--- src/rtl/calc_pkg.sv ---
// Shared calculator types and constants: FSM state encoding, op select codes
// and the default datapath width.
package calc_pkg;

  typedef enum logic [1:0] {
    IDLE,
    RUN,
    DONE
  } muldiv_state_t;

  localparam logic OP_MUL = 1'b0;
  localparam logic OP_DIV = 1'b1;

  localparam int unsigned CALC_W = 8;

endpackage

--- src/rtl/muldiv_seq.sv ---
// Iterative unsigned shift-add multiplier / restoring divider that time-shares
// the external add/sub adder. Optional flag outputs: define MULDIV_FLAGS_EN.
module muldiv_seq
  import calc_pkg::*;
#(
  parameter int unsigned WIDTH = CALC_W,
  parameter int unsigned CNT_W = $clog2(WIDTH)
) (
  input  logic             clk,
  input  logic             rst_n,
  input  logic             start,
  input  logic             op_div,
  input  logic [WIDTH-1:0] a,
  input  logic [WIDTH-1:0] b,
  output logic             busy,
  output logic             done,
  output logic [WIDTH-1:0] result_hi,
  output logic [WIDTH-1:0] result_lo,
  output logic             div_by_zero,
`ifdef MULDIV_FLAGS_EN
  output logic             res_zero,
  output logic             res_ovf,
`endif
  output logic [WIDTH-1:0] adder_a,
  output logic [WIDTH-1:0] adder_b,
  output logic             adder_sub,
  input  logic [WIDTH-1:0] adder_sum,
  input  logic             adder_cout
);

  muldiv_state_t state, next_state;

  // acc doubles as the remainder, mq as the quotient, mcand as the divisor
  logic [WIDTH-1:0] acc, mq, mcand;
  logic [WIDTH-1:0] acc_n, mq_n, trial;
  logic [CNT_W-1:0] cnt;
  logic             op_r;
  logic             ge;
  logic             last;

  assign last = (cnt == CNT_W'(WIDTH - 1));
  assign busy = (state != IDLE);
  assign done = (state == DONE);

  always_ff @(posedge clk or negedge rst_n) begin
    if (!rst_n) state <= IDLE;
    else        state <= next_state;
  end

  always_comb begin
    next_state = state;
    adder_a    = '0;
    adder_b    = '0;
    adder_sub  = 1'b0;
    acc_n      = acc;
    mq_n       = mq;
    trial      = '0;
    ge         = 1'b0;
    case (state)
      IDLE: begin
        if (start) next_state = (op_div == OP_DIV && b == '0) ? DONE : RUN;
      end
      RUN: begin
        if (op_r == OP_DIV) begin
          trial     = {acc[WIDTH-2:0], mq[WIDTH-1]};
          adder_a   = trial;
          adder_b   = mcand;
          adder_sub = 1'b1;
          // a shifted-out remainder MSB means trial >= 2^WIDTH > divisor
          ge        = adder_cout | acc[WIDTH-1];
          acc_n     = ge ? adder_sum : trial;
          mq_n      = {mq[WIDTH-2:0], ge};
        end else begin
          adder_a = acc;
          adder_b = mq[0] ? mcand : '0;
          acc_n   = {adder_cout, adder_sum[WIDTH-1:1]};
          mq_n    = {adder_sum[0], mq[WIDTH-1:1]};
        end
        if (last) next_state = DONE;
      end
      DONE: next_state = IDLE;
      default: next_state = IDLE;
    endcase
  end

  always_ff @(posedge clk or negedge rst_n) begin
    if (!rst_n) begin
      acc         <= '0;
      mq          <= '0;
      mcand       <= '0;
      cnt         <= '0;
      op_r        <= 1'b0;
      result_hi   <= '0;
      result_lo   <= '0;
      div_by_zero <= 1'b0;
`ifdef MULDIV_FLAGS_EN
      res_zero    <= 1'b0;
      res_ovf     <= 1'b0;
`endif
    end else begin
      case (state)
        IDLE: begin
          if (start) begin
            cnt   <= '0;
            op_r  <= op_div;
            acc   <= '0;
            mq    <= (op_div == OP_DIV) ? a : b;
            mcand <= (op_div == OP_DIV) ? b : a;
            if (op_div == OP_DIV && b == '0) begin
              result_hi   <= a;
              result_lo   <= '1;
              div_by_zero <= 1'b1;
`ifdef MULDIV_FLAGS_EN
              res_zero    <= 1'b0;
              res_ovf     <= 1'b1;
`endif
            end else begin
              div_by_zero <= 1'b0;
            end
          end
        end
        RUN: begin
          acc <= acc_n;
          mq  <= mq_n;
          cnt <= cnt + 1'b1;
          if (last) begin
            result_hi <= acc_n;
            result_lo <= mq_n;
`ifdef MULDIV_FLAGS_EN
            res_zero  <= (op_r == OP_DIV) ? (mq_n == '0) : ({acc_n, mq_n} == '0);
            res_ovf   <= (op_r == OP_DIV) ? 1'b0 : (acc_n != '0);
`endif
          end
        end
        default: ;
      endcase
    end
  end

endmodule

--- config.mk ---
export PLATFORM = sky130hd
export DESIGN_NAME = muldiv_seq
export DESIGN_NICKNAME = d
export VERILOG_FILES = /design/src/rtl/calc_pkg.sv /design/src/rtl/muldiv_seq.sv
export SDC_FILE = /design/constraint.sdc
export NUM_CORES = 1
export LEC_CHECK = 0
export ABC_AREA = 0
export ABC_CLOCK_PERIOD_IN_PS = 1350
export BUFFER_PORTS_ARGS = -buffer_cell sky130_fd_sc_hd__buf_2
export CORE_UTILIZATION = 48
export CTS_BUF_LIST = sky130_fd_sc_hd__clkbuf_4 sky130_fd_sc_hd__clkbuf_8 sky130_fd_sc_hd__clkbuf_16
export DETAILED_ROUTE_END_ITERATION = 16
export PLACE_DENSITY_LB_ADDON = 0.25
export SETUP_SLACK_MARGIN = 0.02
export SYNTH_ARGS = -nofsm -noshare
export SYNTH_HDL_FRONTEND = slang
export SYNTH_SLANG_ARGS = --single-unit
--- constraint.sdc ---
create_clock -name clk -period 1.35 [get_ports clk]
set_input_delay 0.27 -clock clk [delete_from_list [all_inputs] [get_ports clk]]
set_output_delay 0.27 -clock clk [all_outputs]
set_load 0.01 [all_outputs]
==> metrics.md, run 1 <==
| Metric | Value |
|---|---|
| CTS max path bufs | `2` |
| Final ANT Viol Nets | `0` |
| Peak supply drop | `between 1.5 and 2 mV` |
| Sw frac | `0.414` |
| GPL Wtd Cong | `approximately 0.84` |
| CP Capture Type | `flip-flop` |
| Global-route wire length before repair | `~13000 um` |
| Final Max Tran Viols | `0` |
| Post-Place Cells | `approximately 420` |
| Pwr dens | `2630 mW/mm^2` |
| Largest net degree at the start of global routing | `48` |
| Ys async rst share | `1.00` |
| Die Wd | `approximately 77 um` |
| Drt pass-1 iters | `4` |
| Unique cell type count in the Yosys netlist | `36` |
| Mapped Cells | `260` |
| Die Y | `76.6 um` |
| Seq cells post-synth | `between 40 and 50` |
| Total track usage | `0.278` |
| Critical path type | `flip-flop to flip-flop` |
| DP HPWL | `4740 um` |
| Slew headroom | `0.715` |
| Pre-CTS WS | `-0.283 ns` |
| Core Area | `0.00524 sq mm` |
| Actual slew at the worst max-slew pin | `0.423 ns` |
| Reg2Reg Depth | `6` |
| CP Launch Type | `flip-flop` |
| Register area share after synthesis | `0.440` |
| Number of I/O pins | `between 60 and 70` |
| Final hold vios | `0` |
| Synth Area per Inst | `a little over 10 sq um` |
| Sequential power share | `0.232` |
| Setup Skew | `slightly below 0.01 ns` |
| Worst Hold Class | `input port to flip-flop` |
| Initial antenna violation count | `0` |
| CP max FO | `7` |
| Share of cells above drive strength 1 | `0.618` |
| Average routed wire per standard cell | `around 21 um` |
| Setup violations, final | `between 60 and 70` |
| Grt total ovfl | `0` |
| Switching power total | `roughly 4800 uW` |
| Clock Latency Late Sink | `~0.31 ns` |
| Antenna diode count | `0` |
| DRT iter0 DRCs | `170` |
| Pleak | `between 0.002 and 0.0025 uW` |
| CP required | `1.54 ns` |
| CTS tree | `done` |
| Fmax | `0.569 GHz` |
| Final worst slack | `-0.407 ns` |
| Clock share of power | `0.080` |
| Initial Util | `0.510` |
| Final critical-path required period | `~1.8 ns` |
| Final setup TNS | `-15.25 ns` |
| Combinational Power Share | `0.688` |
| Most frequent cells in the layout | `buf_2 (59), buf_4 (52), dfrtp_1 (45)` |
| Vias in the first global route | `2446` |
| H-tree depth | `2` |
| RSZ-0062 raised after global routing | `true` |
| WL final | `around 10000 um` |
| Commonest non-fill, non-tap cell in the layout | `buf_2` |
| Area Overhead vs Synth | `65.0%` |
| Failing checks | `setup timing` |
| Status | `finished, violations left` |
| Cell Count, Final, Fillers Out | `between 400 and 500` |
| Root Buffer | `clkbuf_8` |
| Mapped Area | `0.00267 sq mm` |
| Clock transition at the registers of the reported paths | `0.10 ns` |
| Arrival @ worst endpoint | `between 1.5 and 2 ns` |
| Drt via density | `~5.9` |
| Final net count | `approximately 430` |
| Vias | `2756` |
| Int Power | `roughly 6800 uW` |
| PortBufs | `64` |
| CTS Sinks | `between 40 and 50` |
| Crit share post-route | `1.30` |
| Final Power | `11600 uW` |
| Syn nets | `roughly 290` |
| Synthesis Warnings | `0` |
| DRC Markers | `0` |
| Synth Flop Type | `dfrtp_1` |
| Final core occ | `0.841` |
| Max-cap violations | `0` |
| CTS Buf Count | `5` |
| Hold Path Stages | `3` |
| DIE AREA | `~0.0059 sq mm` |
| Row count | `26` |
| Number of synthesized flops with an enable pin | `0` |
-- worst paths after layout --
path / startpoint / endpoint / slack (ns)
worst max-delay path: state[1]$_DFFE_PN0P_ / result_lo[7]$_DFFE_PN0P_ / -0.41
worst min-delay path: a[3] / mcand[3]$_DFFE_PN0P_ / 0.32
worst max register to register: state[1]$_DFFE_PN0P_ / result_lo[7]$_DFFE_PN0P_ / -0.41
worst min register to register: cnt[2]$_DFFE_PN0P_ / cnt[2]$_DFFE_PN0P_ / 0.53
max in group asynchronous: rst_n / state[0]$_DFFE_PN0P_ / 0.65
min in group asynchronous: rst_n / result_lo[5]$_DFFE_PN0P_ / 0.46
-- sequential cells by signal, summed over array words and instances, names as in the netlist --
signal and flops:
acc 8, mcand 8, mq 8, result_hi 8, result_lo 8, cnt 3
state 2, div_by_zero 1, op_r 1
-- synth_stat cells, types with 2 or more instances --
cell / n / area (sq um)
mux2_2: 12 / 135
nor2_1: 26 / 97.6
a311oi_2: 7 / 105
o21ai_0: 13 / 65.1
buf_4: 3 / 22.5
nand2_1: 15 / 56.3
a21oi_1: 15 / 75.1
a211oi_1: 6 / 45.0
buf_2: 12 / 60.1
a22o_1: 2 / 17.5
or3b_1: 7 / 61.3
dfrtp_1: 47 / 1180
nand2b_1: 2 / 12.5
a21o_1: 7 / 52.6
a21boi_0: 3 / 22.5
and2_1: 9 / 56.3
nand3_1: 2 / 10.0
mux2i_1: 34 / 340
ha_1: 2 / 25.0
nor2b_1: 8 / 50.1
o31ai_1: 3 / 22.5
inv_1: 11 / 41.3
-- power groups by stage --
stage / clock network, uW / logic (uW) / registers (uW)
4_1_cts: 891 / 6300 / 2520
5_1_grt: 962 / 8370 / 2740
3_3_place_gp: 0 / 5040 / 2490
6_report: 927 / 7990 / 2690
2_1_floorplan: 0 / 3080 / 2620
3_5_place_dp: 0 / 5140 / 2510
-- metrics by stage --
stage	cell area [sq um]	hold WS [ns]
5_1_grt	4410	0.339
3_5_place_dp	3450	0.275
3_3_place_gp	3450	0.278
6_report	4410	0.320
2_1_floorplan	2760	-0.0256
4_1_cts	3970	0.309
-- critical path, stage by stage, from the launching register on --
cell     delay, ns
dfrtp_2       0.46
buf_6         0.13
nor3b_4       0.20
nand4_1       0.22
nand2_4       0.17
buf_12        0.14
mux2_4        0.31
-- kinds of logic after synthesis --
kind of cell	share of synthesized area
flip-flops	0.440
AO/OA/AOI/OAI	0.164
buffers and inverters	0.0553
adder cells (fa/ha/maj)	0.00937
AND/OR/NAND/NOR	0.153
multiplexers	0.178
-- area by class of cell --
| class | count | area (sq um) |
|---|---|---|
| inverters | 11 | 41.3 |
| clock buffers | 6 | 82.6 |
| repair buffers | 148 | 1220 |
| well taps | 70 | 87.6 |
| flip-flops and latches | 47 | 1180 |
| multi-input cells | 185 | 1800 |
| fillers | 272 | 831 |
| clock inverters | 1 | 5.00 |
-- routing by layer --
metal  wire [um]  share of wire  global-route usage
met5           0              0                   0
met4         518          0.052              0.0981
met3         664          0.066              0.0467
met2        4930           0.49               0.474
met1        3930           0.39               0.355
-- timing repair --
item	in CTS	in global routing
hold endpoints to repair	47	0
hold buffers	1	0
endpoints found under the setup margin	54	66
gates resized for setup	52	84
pin swaps	13	18
cloned	3	1
setup buffers	20	17
Power figures use the tool's default switching activity.
==> run 2, diff against run 1 <==
Settings changed: CORE_ASPECT_RATIO set to 0.9, CORE_MARGIN set to 2.
==> metrics.md, run 2 (same netlist as run 1, synthesis figures left out) <==
| Metric | Value |
|---|---|
| WP buf/inv | `2` |
| Grt total ovfl | `0` |
| DIE AREA | `0.00618 sq mm` |
| GPL Wtd Cong | `~0.84` |
| Reg-to-Reg End | `result_lo[0]$_DFFE_PN0P_` |
| PortBufs | `64` |
| Reg2Reg Depth | `6` |
| Worst hold margin | `~0.32 ns` |
| Initial antenna violation count | `0` |
| Setup crit end | `result_lo[0]$_DFFE_PN0P_` |
| DRC Markers | `0` |
| Final critical-path required period | `around 1.8 ns` |
| Worst Hold Class | `input port to flip-flop` |
| Commonest non-fill, non-tap cell in the layout | `buf_2` |
| Flop2flop setup slack | `-0.41 ns` |
| Slew headroom | `0.720` |
| Root Buffer | `clkbuf_8` |
| Global-route wire length before repair | `~13000 um` |
| Die Y | `roughly 75 um` |
| CP max FO | `6` |
| Placed inst area | `roughly 0.0035 sq mm` |
| Antenna diode count | `0` |
| Average routed wire per standard cell | `20.6 um` |
| Max-cap violations | `0` |
| RSZ-0062 raised after global routing | `true` |
| CTS Sinks | `47` |
| Critical path type | `flip-flop to flip-flop` |
| DRT iter0 DRCs | `roughly 230` |
| Worst path depth | `6` |
| Final hold vios | `0` |
| Failing checks | `setup timing` |
| Area Overhead vs Synth | `59.9%` |
| Share of cells above drive strength 1 | `0.588` |
| Clock transition at the registers of the reported paths | `0.10 ns` |
| Total track usage | `0.279` |
| Fmax | `between 0.5 and 0.6 GHz` |
| CTS tree | `done` |
| Drt pass-1 iters | `5` |
| Final ANT Viol Nets | `0` |
| Setup Skew | `about 0.015 ns` |
| Die Wd | `82.6 um` |
| Delay-heaviest family, CP | `simple AND/OR/NAND/NOR gates` |
| Peak supply drop | `between 1 and 1.5 mV` |
| Status | `finished, violations left` |
| CP required | `roughly 1.6 ns` |
| Number of I/O pins | `65` |
| Critical Path Max Stage Delay | `0.47 ns` |
| Initial Util | `0.502` |
| CTS max path bufs | `2` |
| Arrival @ worst endpoint | `1.97 ns` |
| Pleak | `0.00200 uW` |
| Final Max Tran Viols | `0` |
| Core Area | `0.00532 sq mm` |
| Pwr dens | `roughly 2600 mW/mm^2` |
| Most frequent cells in the layout | `buf_2 (61), buf_4 (47), dfrtp_1 (44)` |
| H-tree depth | `2` |
| WL final | `~9600 um` |
| Largest net degree at the start of global routing | `48` |
| Start point of the critical path | `state[1]$_DFFE_PN0P_` |
| CP Launch Type | `flip-flop` |
| Slowest cell on crit path | `dfrtp_2` |
| Crit share post-route | `1.31` |
| Final worst slack | `-0.414 ns` |
| CTS Buf Count | `5` |
| Vias | `2719` |
| Fill cells | `284` |
| Final instance area | `0.00427 sq mm` |
| Final Power | `roughly 11000 uW` |
| Setup violations, final | `64` |
| Drt via density | `5.87` |
| Worst-path cell chain | `buf_6, nor3b_4, nand4_1, nand2_4, buf_12, mux2_4` |
| Actual slew at the worst max-slew pin | `around 0.42 ns` |
| Final setup TNS | `-16.27 ns` |
| CP Capture Type | `flip-flop` |
| Clock Latency Late Sink | `approximately 0.31 ns` |
| Vias in the first global route | `about 2500` |
| Worst reg2reg startpoint | `state[1]$_DFFE_PN0P_` |
| Final net count | `between 400 and 500` |
| DP HPWL | `a little over 5000 um` |
| Row count | `25` |
[run 2: what timing repair did]
action                                  in CTS  in global routing
hold buffers                                 1                  0
endpoints found under the hold margin       47                  0
buffers inserted                            25                 10
pin swaps                                   13                  5
resized for setup                           60                 48
gates cloned                                 1                  2
endpoints found under the setup margin      51                 66
[run 2: through the flow]
step / util / std cells / setup WS, ns
detailed placement: 0.650 / 420 / -0.222
finish: 0.803 / 463 / -0.414
global route: 0.803 / 463 / -0.461
global placement: 0.650 / 420 / -0.190
floorplan: - / 260 / -0.0601
CTS: 0.757 / 454 / -0.314
[run 2: worst min-delay path, cell delays in order]
cell and delay (ns):
buf_2 0.13, a21oi_1 0.07, mux2i_1 0.12
[run 2: layout make-up]
type,instances,area [sq um],area share
Timing Repair Buffer,145,1150,0.270
Clock buffer,5,68.8,0.0161
Inverter,11,41.3,0.00967
Multi-Input combinational cell,185,1700,0.397
Tap cell,67,83.8,0.0196
Sequential cell,47,1180,0.276
Clock inverter,3,46.3,0.0108
[run 2: how the worst min path moves through the flow]
| stage | startpoint | end | slack, ns | cells after the start |
|---|---|---|---|---|
| floorplan | rst_n | acc[0]$_DFFE_PN0P_ | -0.03 | 0 |
| global placement | rst_n | result_hi[3]$_DFFE_PN0P_ | 0.27 | 2 |
| detailed placement | rst_n | result_hi[1]$_DFFE_PN0P_ | 0.27 | 2 |
| CTS | a[0] | result_hi[0]$_DFFE_PN0P_ | 0.31 | 3 |
| global route | a[2] | result_hi[2]$_DFFE_PN0P_ | 0.32 | 3 |
| finish | a[2] | result_hi[2]$_DFFE_PN0P_ | 0.32 | 3 |
[run 2: routing by layer]
metal	share of wire	track usage	wire [um]
met1	0.43	0.388	4110
met2	0.46	0.434	4380
met3	0.080	0.0647	764
met4	0.032	0.0929	308
met5	0	0	0
[run 2: power breakdown]
part / leakage, uW / internal (uW) / switching, uW
clock network: 0.0000548 / 559 / 523
registers: 0.000541 / 2100 / 585
logic: 0.00140 / 3840 / 3440
total: 0.00200 / 6500 / 4550
==> run 3, diff against run 2 <==
Settings changed: ABC_CLOCK_PERIOD_IN_PS 1350 to 2000, CORE_UTILIZATION 48 to 53.
Clock period 1.35 ns to 2 ns, I/O delays scaled along.
==> metrics.md, run 3 (same netlist as run 1, synthesis figures left out) <==
| Metric | Value |
|---|---|
| Status | `completed` |
| Share of cells above drive strength 1 | `0.330` |
| Arrival @ worst endpoint | `1.49 ns` |
| Pleak | `0.00150 uW` |
| Final setup TNS | `0 ns` |
| Fmax | `approximately 0.53 GHz` |
| Worst-path cell chain | `nand2b_2, buf_6, nor2_1, buf_2` |
| Initial antenna violation count | `0` |
| DRT iter0 DRCs | `66` |
| Worst Hold Class | `input port to async pin` |
| DP HPWL | `about 4300 um` |
| Final critical-path required period | `~1.9 ns` |
| Most frequent cells in the layout | `buf_2 (64), dfrtp_1 (47), mux2i_1 (34)` |
| CTS Sinks | `between 40 and 50` |
| WL final | `around 5900 um` |
| RSZ-0062 raised after global routing | `false` |
| Peak supply drop | `roughly 0.80 mV` |
| Postcts setup bufs | `0` |
| Clock share of power | `0.138` |
| Cell Count, Final, Fillers Out | `~390` |
| CTS tree | `done` |
| Final hold vios | `0` |
| Global-route wire length before repair | `9870 um` |
| Number of I/O pins | `between 60 and 70` |
| Clock Latency Late Sink | `roughly 0.31 ns` |
| CP max FO | `32` |
| Final Max Tran Viols | `0` |
| Critical Path Max Stage Delay | `around 0.44 ns` |
| Clock transition at the registers of the reported paths | `about 0.09 ns` |
| Combinational Power Share | `0.524` |
| Grt total ovfl | `0` |
| Drt via density | `5.42` |
| H-tree depth | `2` |
| Slowest cell on crit path | `dfrtp_1` |
| Switching power total | `approximately 2100 uW` |
| Largest net degree at the start of global routing | `48` |
| Die Y | `~71 um` |
| Setup Skew | `approximately 0.015 ns` |
| Antenna diode count | `0` |
| CTS Buf Count | `5` |
| Row count | `24` |
| Slew headroom | `0.619` |
| DIE AREA | `0.00562 sq mm` |
| Critical path type | `flip-flop to output pin` |
| Commonest non-fill, non-tap cell in the layout | `buf_2` |
| CTS max path bufs | `2` |
| Initial Util | `0.552` |
| Max-cap violations | `0` |
| Sequential power share | `0.337` |
| Root Buffer | `clkbuf_8` |
| Int Power | `about 3100 uW` |
| CP Capture Type | `output pin` |
| Core Area | `0.00483 sq mm` |
| DRC Markers | `0` |
| Sw frac | `0.408` |
| Actual slew at the worst max-slew pin | `roughly 0.57 ns` |
| Final core occ | `0.660` |
| Final net count | `about 350` |
| Drt pass-1 iters | `5` |
| Crit share post-route | `0.945` |
| CP required | `approximately 1.6 ns` |
| Final ANT Viol Nets | `0` |
| Area Overhead vs Synth | `19.5%` |
| CP Launch Type | `flip-flop` |
| Total track usage | `0.225` |
| PortBufs | `64` |
| GPL Wtd Cong | `0.808` |
| Post-Place Cells | `between 300 and 400` |
| Vias | `about 2100` |
| Vias in the first global route | `approximately 2000` |
| Fill cells | `425` |
| Pwr dens | `around 1600 mW/mm^2` |
| Setup violations, final | `0` |
| Die Wd | `between 70 and 80 um` |
| Average routed wire per standard cell | `between 15 and 20 um` |
run 3: timing repair:
| action | CTS | global route |
|---|---|---|
| endpoints found under the setup margin | 8 | 17 |
| cloned | 0 | 0 |
| resized for setup | 1 | 3 |
| hold buffers | 0 | 0 |
run 3: layout make-up:
cell class                 count  area (sq um)  share of cell area
inverter                      11          41.3              0.0129
clock buffer                   5          68.8              0.0216
clock inverter                 3          46.3              0.0145
multi-input combinational    185          1360               0.426
sequential                    47          1180               0.369
tap                           65          81.3              0.0255
timing repair buffer          73           417               0.131
run 3: final timing paths:
kind / cells past startpoint / slack (ns) / start / endpoint
setup / recovery: 4 / 0.11 / state[1]$_DFFE_PN0P_ / adder_a[1]
hold / removal: 2 / 0.05 / rst_n / acc[3]$_DFFE_PN0P_
setup reg to reg: 4 / 0.32 / acc[7]$_DFFE_PN0P_ / result_hi[6]$_DFFE_PN0P_
hold reg to reg: 1 / 0.51 / result_hi[7]$_DFFE_PN0P_ / result_hi[7]$_DFFE_PN0P_
max in group asynchronous: 2 / 1.72 / rst_n / result_lo[2]$_DFFE_PN0P_
min in group clk: 3 / 0.42 / a[6] / result_hi[6]$_DFFE_PN0P_
run 3: layer usage:
layer	part of all wire	global-route usage	up-vias
met2	0.47	0.358	56
li1	-	-	1045
met3	0.067	0.0416	7
met4	0.010	0.0575	0
met5	0	0	-
met1	0.45	0.324	1002
run 3: stage by stage:
stage | total power, uW | setup slack (ns) | instance area [sq um] | hold WS (ns)
3_3_place_gp | 4420 | 0.281 | 3060 | 0.400
6_report | 5210 | 0.110 | 3190 | 0.0465
3_5_place_dp | 4500 | 0.218 | 3060 | 0.404
2_1_floorplan | 3630 | 0.364 | 2670 | 0.104
4_1_cts | 5240 | 0.0529 | 3180 | 0.0611
5_1_grt | 5650 | 0.0276 | 3190 | 0.0826
run 3: power groups by stage:
stage / registers [uW] / logic, uW / clock network [uW]
floorplan: 1750 / 1880 / 0
global route: 1830 / 3050 / 766
global placement: 1760 / 2660 / 0
CTS: 1760 / 2740 / 739
detailed placement: 1780 / 2720 / 0
finish: 1760 / 2730 / 720
run 3: critical path, delay by kind of cell (launching register included):
kind / cells / cell delay [ns]
buffers and inverters: 2 / 0.34
AND/OR/NAND/NOR: 2 / 0.38
flip-flops: 1 / 0.44
